## src/rtl/reorder_buffer.sv

```systemverilog
// Reorder buffer: one entry per RRF tag, in-order retirement from a circular head pointer.
// Optional macro ROB_COMMIT_PC_EN adds pc_com_1_o carrying the committing entry's PC.
module reorder_buffer #(
    parameter int INSN_LEN = 32,
    parameter int REG_SEL  = 5,
    parameter int RRF_SEL  = 6,
    parameter int ROB_SEL  = 6
) (
    input  logic                clk,
    input  logic                reset,
    input  logic                dp1_i,
    input  logic [RRF_SEL-1:0]  dp1_addr_i,
    input  logic [INSN_LEN-1:0] pc_dp1_i,
    input  logic                dstvalid_dp1_i,
    input  logic [REG_SEL-1:0]  dst_dp1_i,
    input  logic                finish_ex_alu1_i,
    input  logic [RRF_SEL-1:0]  finish_ex_alu1_addr_i,
`ifdef ROB_COMMIT_PC_EN
    output logic [INSN_LEN-1:0] pc_com_1_o,
`endif
    output logic [ROB_SEL-1:0]  commit_ptr_1_o,
    output logic                com_en_1_o,
    output logic                arfwe_1_o,
    output logic [REG_SEL-1:0]  dst_arf_1_o
);

    localparam int ENTRIES = 2**RRF_SEL;

    logic [ENTRIES-1:0] valid_q, valid_d;
    logic [ENTRIES-1:0] finished_q, finished_d;
    logic [ENTRIES-1:0] dstvalid_q;
    logic [REG_SEL-1:0] dst_q [ENTRIES];
    logic [ROB_SEL-1:0] ptr_q, ptr_d;
    logic               com_en;

    assign com_en         = valid_q[ptr_q] & finished_q[ptr_q];
    assign com_en_1_o     = com_en;
    assign commit_ptr_1_o = ptr_q;
    assign arfwe_1_o      = com_en & dstvalid_q[ptr_q];
    assign dst_arf_1_o    = com_en ? dst_q[ptr_q] : '0;

    // Order matters: completion, then commit clear, then dispatch, so dispatch always wins.
    always_comb begin
        valid_d    = valid_q;
        finished_d = finished_q;
        ptr_d      = ptr_q;
        if (finish_ex_alu1_i && valid_q[finish_ex_alu1_addr_i]) begin
            finished_d[finish_ex_alu1_addr_i] = 1'b1;
        end
        if (com_en) begin
            valid_d[ptr_q]    = 1'b0;
            finished_d[ptr_q] = 1'b0;
            ptr_d             = ptr_q + ROB_SEL'(1);
        end
        if (dp1_i) begin
            valid_d[dp1_addr_i]    = 1'b1;
            finished_d[dp1_addr_i] = 1'b0;
        end
    end

    always_ff @(posedge clk) begin
        if (!reset) begin
            valid_q    <= '0;
            finished_q <= '0;
            ptr_q      <= '0;
        end else begin
            valid_q    <= valid_d;
            finished_q <= finished_d;
            ptr_q      <= ptr_d;
        end
    end

    // Payload fields carry no reset; they are only observed through valid entries.
    always_ff @(posedge clk) begin
        if (dp1_i) begin
            dstvalid_q[dp1_addr_i] <= dstvalid_dp1_i;
            dst_q[dp1_addr_i]      <= dst_dp1_i;
        end
    end

`ifdef ROB_COMMIT_PC_EN
    logic [INSN_LEN-1:0] pc_q [ENTRIES];

    always_ff @(posedge clk) begin
        if (dp1_i) begin
            pc_q[dp1_addr_i] <= pc_dp1_i;
        end
    end

    assign pc_com_1_o = com_en ? pc_q[ptr_q] : '0;
`else
    logic [INSN_LEN-1:0] unused_pc;
    assign unused_pc = pc_dp1_i;
`endif

endmodule

```

## config.mk

```make
export PLATFORM = sky130hd
export DESIGN_NAME = reorder_buffer
export DESIGN_NICKNAME = d
export VERILOG_FILES = /design/src/rtl/reorder_buffer.sv
export SDC_FILE = /design/constraint.sdc
export NUM_CORES = 1
export LEC_CHECK = 0
export BUFFER_PORTS_ARGS = -buffer_cell sky130_fd_sc_hd__buf_2
export CAP_MARGIN = 20
export CORE_UTILIZATION = 60
export DETAILED_ROUTE_END_ITERATION = 10
export GPL_ROUTABILITY_DRIVEN = 0
export PLACE_DENSITY = 0.8
export SETUP_SLACK_MARGIN = 0.3
export SLEW_MARGIN = 20
export SYNTH_ARGS = -nofsm -noshare
export SYNTH_HDL_FRONTEND = slang
export SYNTH_SLANG_ARGS = --single-unit
```

## constraint.sdc

```tcl
create_clock -name clk -period 3.79 [get_ports clk]
set_input_delay 0 -clock clk [delete_from_list [all_inputs] [get_ports clk]]
set_output_delay 0 -clock clk [all_outputs]
set_load 0.05 [all_outputs]
```

* After elaboration in Yosys (flattened, before gate mapping) *
Memory sizes are Yosys's and may differ from the RTL's. A register that Yosys moved wholly into a read port is not among the register bits.
Cells that the tools add are included.

operators by class
  add/subtract/negate cells = 1
  $lt $le $gt $ge = 6
  multiplexer cells = 25
  bitwise operators = 9
  reduce and logical (&&, ||, !) cells = 4

operators by type and width
  cell                                                                                  number
  64-bit 2-to-1 mux                                                                     5
  64-bit bitwise AND                                                                    3
  64-bit inverter                                                                       2
  64-bit bitwise OR                                                                     2
  64-bit bitwise mux                                                                    1
  1-bit binary-select mux with 6-bit select                                             4
  6-bit by 7-bit less-than comparator with 1-bit output (second input constant)         3
  1-bit demux with 6-bit select                                                         3
  6-bit by 1-bit greater-or-equal comparator with 1-bit output (second input constant)  3
  6-bit 2-to-1 mux                                                                      2
  1-bit 2-to-1 mux                                                                      9
  6-bit by 1-bit adder with 6-bit output (second input constant)                        1
  5-bit 2-to-1 mux                                                                      1
  1-bit logical AND                                                                     4
  1-bit bitwise AND                                                                     2

storage, ports and cells
  register bits = 198
  RAM bits = 320
  input port bits = 54
  output and inout port bits = 13
  logic and storage cells = 50
  memories = 1

memories
  name   words  width  rd ports  clocked after memory_dff  write ports  RTL line  source
  dst_q  64     5      1         1                         1            32        logic [REG_SEL-1:0] dst_q [ENTRIES];

* Depth between registers and ports, before layout *
  depth after elaboration = 10
  depth in mapped cells = 12
  gate-level depth less buffers = 7

* Least setup slack after synthesis *
Ideal clock, no wire load.

  kind = register to output
  start point = register ptr_q[1], in the netlist commit_ptr_1_o[1]
  end point = output port arfwe_1_o
  arrival time = 4.156 ns
  data required time = 3.790 ns
  path slack = -0.366 ns
  cell stages (with the launch flop) = 11
  buffers on the path = 5
  cells stage by stage = dfxtp_1 > buf_2 > buf_2 > clkbuf_1 > buf_1 > clkbuf_1 > o311ai_0 > o21ai_0 > a21oi_1 > a221o_1 > nor4_1

on the way
  longest elaborated chain between the ends = 4
  elaborated cells on any way between the ends = 8
  those cells by class = mux: 6; bitwise: 2

RTL lines
  what                                       RTL line  source
  start: declaration                         33        logic [ROB_SEL-1:0] ptr_q, ptr_d;
  start signal: assignment                   69        ptr_q <= ptr_d;
  1-bit binary-select mux with 6-bit select  36        assign com_en = valid_q[ptr_q] & finished_q[ptr_q];
  1-bit 2-to-1 mux (not written as such)     36
  1-bit bitwise AND                          36
  1-bit bitwise AND (*)                      39        assign arfwe_1_o = com_en & dstvalid_q[ptr_q];
  end: declaration                           23        output logic arfwe_1_o,

Mark *: on every way between the ends. The rest lies on a longest branch, timed or not. The select of a mux whose other input is x is not followed.

* Final worst setup path *
  start point = register ptr_q[1], in the netlist commit_ptr_1_o[1]
  end point = output port dst_arf_1_o[0]

on the way
  longest elaborated chain between the ends = 4
  elaborated cells on any way between the ends = 6
  those cells by class = mux: 5; bitwise: 1

RTL lines
  what                                       RTL line  source
  1-bit binary-select mux with 6-bit select  36
  1-bit 2-to-1 mux (not written as such)     36
  1-bit bitwise AND (*)                      36
  5-bit 2-to-1 mux (*)                       40        assign dst_arf_1_o = com_en ? dst_q[ptr_q] : '0;
  end: declaration                           24        output logic [REG_SEL-1:0] dst_arf_1_o

Marks and branches as above.

==> reports/results.md <==
| Step | Item | Value |
| --- | --- | --- |
| power and ir drop | Areal power density over the cells | 457.4 nW/um2 |
| critical path | Worst Setup Start Kind | flip-flop |
| sta | Worst Hold Slack | 0.04895 ns |
| sta | Maximum clock frequency | 0.2833 GHz |
| min path | Class of the most critical hold timing path | in -> reg |
| logic synthesis | Most instantiated library cell after synthesis | sky130_fd_sc_hd__edfxtp_1 |
| logic synthesis | Most area-consuming cells after synthesis | sky130_fd_sc_hd__edfxtp_1 52%, sky130_fd_sc_hd__dfxtp_1 13%, sky130_fd_sc_hd__mux4_2 13%, sky130_fd_sc_hd__a21oi_1 2.1%, sky130_fd_sc_hd__nand2_1 1.6% |
| logic synthesis | Number of synthesized flops with an enable pin | 384 |
| logic synthesis | Area share of the leading cell type in the synthesized netlist | 51.92% |
| critical path | CP Cell Sequence | clkbuf_4 > nand2b_1 > o32ai_1 > a211oi_1 > o22ai_1 > or4_4 > buf_4 > and3_1 > buf_2 |
| place | Pre-CTS WS | 0.3292 ns |
| clock network | Clock latency on the worst-skew pair | 0.61 ns |
| die | Core Area | 36,520 um2 |
| clock network | CTS sink count | 524 |
| global route | Pin count of the biggest net entering global routing | 94 |
| detailed routing | Routed WL | 66,720 um |
| global route | Via count of the first global-routing pass | 14,824 |
| power and ir drop | Static leakage power | 8.031 nW |
| clock network | Bufs on Longest Clock Path | 3 |
| cells and area | Fraction of layout instances using a drive strength above 1 | 24.31% |
| clock network | Clock tree from TritonCTS | done |
| place | Number of input and output port buffers inserted | 34 |
| sta | Slew margin rel. | 13.19% |
| logic synthesis | Proportion of register bits with asynchronous set or reset after synthesis | 0% |
| clock network | Buffer type at the clock tree root | sky130_fd_sc_hd__clkbuf_16 |
| critical path | Arr. time, crit path | 3.53 ns |
| sta | Slew of the pin with the lowest slew margin | 1.295 ns |
| critical path | Worst setup path class | reg -> out |
| logic synthesis | Distinct cell type count after synthesis | 64 |
| logic synthesis | Top cell type by total area after synthesis | sky130_fd_sc_hd__edfxtp_1 |
| sta | Setup TNS | 0 ns |
| cells and area | Number of nets in the layout | 1,648 |
| run | Max-cap check violation count | 0 |
| logic synthesis | Synthesized net count | 1,581 |
| detailed routing | Antenna-violating nets left | 0 |
| logic synthesis | Instance count of the mapped netlist | 1,526 |
| sta | Final Critical Period | 3.530 ns |
| logic synthesis | Number of flip-flops and latches in the synthesized netlist | 524 |
| sta | Final worst slack | 0.2600 ns |
| sta | Setup Viol. Count Final | 0 |
| detailed routing | Average via count per standard cell | 7.418 |
| logic synthesis | Post-Synthesis Mean Instance Area | 14.55 um2 |
| clock network | Clock transition at path regs | 0.06 ns |
| power and ir drop | Max VDD drop | 0.0004013 V |
| global route | Global-route total usage across every layer | 35.30% |
| place | Post-detail-place hpwl | 41,070 um |
| die | Die width | 194.4 um |
| critical path | Reg2reg setup slack | 0.39 ns |
| sta | Setup skew after layout | 0.01297 ns |
| sta | RSZ-0062 raised after global routing | false |
| detailed routing | Wire length per cell | 31.74 um |
| global route | Initial antenna violation count | 2 |
| cells and area | Fill count | 2,277 |
| clock network | Number of levels the H-tree was split into | 2 |
| detailed routing | Detailed-routing iteration count for the pre-antenna-repair pass | 7 |
| place | Area post-placement | 23,220 um2 |
| sta | Fin crit share | 93.14% |
| die | Initial Util | 60.81% |
| run status | Status | finished clean |
| critical path | Maximum fanout count along the critical path | 6 |
| global route | Wire length of the first global-routing pass | 96,760 um |
| logic synthesis | Synth Warn # | 0 |
| detailed routing | Post-route DRC | 0 |
| logic synthesis | Most used flip-flop cell after synthesis | sky130_fd_sc_hd__edfxtp_1 |
| critical path | Critical Path RT | 3.79 ns |
| logic synthesis | Register area share after synthesis | 64.54% |
| critical path | Slowest cell on the critical path | sky130_fd_sc_hd__or4_4 |
| critical path | Crit end category | output port |
| logic synthesis | Most instantiated cells after synthesis | 384 x sky130_fd_sc_hd__edfxtp_1, 140 x sky130_fd_sc_hd__dfxtp_1, 124 x sky130_fd_sc_hd__mux4_2 |
| clock network | CTS Buf Count | 51 |
| logic synthesis | Total standard cell area after synthesis | 22,210 um2 |
| global route | Gr ovfl total | 0 |
| die | Cell row count | 70 |
| die | Die Footprint | 37,790 um2 |
| detailed routing | Iteration-0 DRC Markers | 2,911 |
| sta | Count of final max-slew check failures | 0 |
| die | Height of the die | 194.4 um |
| die | Io pins | 67 |
| cells and area | Area added between synthesis and finish | 13.98% |
| sta | Final hold viol count | 0 |
| critical path | CP peak stage delay | 0.59 ns |
| detailed routing | Vias after detailed routing | 15,592 |
| cells and area | Final Instance Area | 25,310 um2 |
[kinds of logic (layout without fill, tap and decap cells)]
kind of cell	count (synthesis)	in the layout	share of synthesized area, %
DFF	524	524	64.54
muxes	171	171	14.81
adders and majority gates	1	1	0.05633
and+or+nand+nor	372	372	8.546
other	0	1	0
AOI/OAI and AO/OA	327	327	9.724
buffers and inverters	131	238	2.327
[layout by cell type (no fill, tap or decap), drive strengths merged, types with 5 or more instances in the layout]
| cell | instances |
|---|---|
| o21ai | 64 |
| or3b | 5 |
| a22o | 15 |
| nor2 | 93 |
| mux2 | 21 |
| a31oi | 28 |
| nor3 | 21 |
| a221oi | 21 |
| edfxtp | 384 |
| a21oi | 93 |
| nand2 | 93 |
| a22oi | 15 |
| or3 | 10 |
| mux2i | 26 |
| mux4 | 124 |
| nor2b | 15 |
| dlygate4sd3 | 13 |
| nand3b | 11 |
| nor4 | 40 |
| nand3 | 24 |
| clkbuf | 71 |
| buf | 116 |
| inv | 15 |
| dfxtp | 140 |
| a2111oi | 36 |
| a41oi | 7 |
| nand2b | 12 |
| and3 | 13 |
| o311ai | 7 |
| o22ai | 15 |
| nor3b | 14 |
| clkinv | 18 |
[state kept, by name, summed over array words and instances (netlist names), named ones only]
name and cells:
dstvalid_q 64, valid_q 64, commit_ptr_1_o 6, finished_q 64
dst_q 320
[per-layer routing]
| layer | global-route usage [%] | up-vias | wire [um] |
|---|---|---|---|
| met4 | 17.37 | 2 | 4361 |
| met5 | 0 | - | 15 |
| met1 | 48.69 | 7555 | 23900 |
| li1 | - | 6262 | - |
| met3 | 9.040 | 350 | 9134 |
| met2 | 52.78 | 1423 | 29310 |
[worst paths after layout]
path / from / endpoint / cells past startpoint
setup / recovery: commit_ptr_1_o[1]$_SDFFE_PN0N_ / dst_arf_1_o[0] / 9
hold / removal: dp1_addr_i[0] / valid_q[39]$_SDFF_PN0_ / 4
setup reg to reg: commit_ptr_1_o[1]$_SDFFE_PN0N_ / finished_q[60]$_SDFF_PN0_ / 12
hold reg to reg: valid_q[26]$_SDFF_PN0_ / valid_q[26]$_SDFF_PN0_ / 2
[stage by stage]
stage               total power [mW]  std cells  utilization (%)
floorplan                      6.444       1526                -
global placement               6.564       1980            63.56
detailed placement             6.582       1981            63.58
CTS                            11.56       2086            68.55
global route                   11.79       2101            69.30
finish                         11.58       2102            69.31
[report_power, final]
group	total, mW	leakage, nW	internal (mW)	switching, mW
clock	5.09	0.817	2.90	2.19
sequential	6.19	4.59	6.18	0.0142
combinational	0.296	2.63	0.0682	0.228
total	11.6	8.03	9.15	2.43
[area by class of cell]
type                    count  area [um2]  share of cell area (%)
flip-flops and latches    524       14350                   56.70
multi-input cells         871        7533                   29.76
clock buffers              69        1425                   5.630
repair buffers            131        1129                   4.458
well taps                 468       585.6                   2.313
clock inverters            24       230.2                  0.9095
inverters                  14       55.05                  0.2175
diodes                      1       2.502                0.009885
[worst max-delay path, delay by kind of cell, from the launching register on]
| family | cells | cell delay (ns) |
|---|---|---|
| and+or+nand+nor | 3 | 1.15 |
| AOI/OAI and AO/OA | 3 | 0.69 |
| buffers and inverters | 3 | 0.64 |
| DFF | 1 | 0.45 |
[repair_timing]
action / in CTS / in global routing
pin swaps: 1 / 1
hold buffers: 8 / 5
buffers inserted: 4 / 6
endpoints found under the setup margin: 8 / 23
endpoints found under the hold margin: 6 / 182
cloned: 0 / 1
resized for setup: 11 / 22
Power figures use the tool's default switching activity.
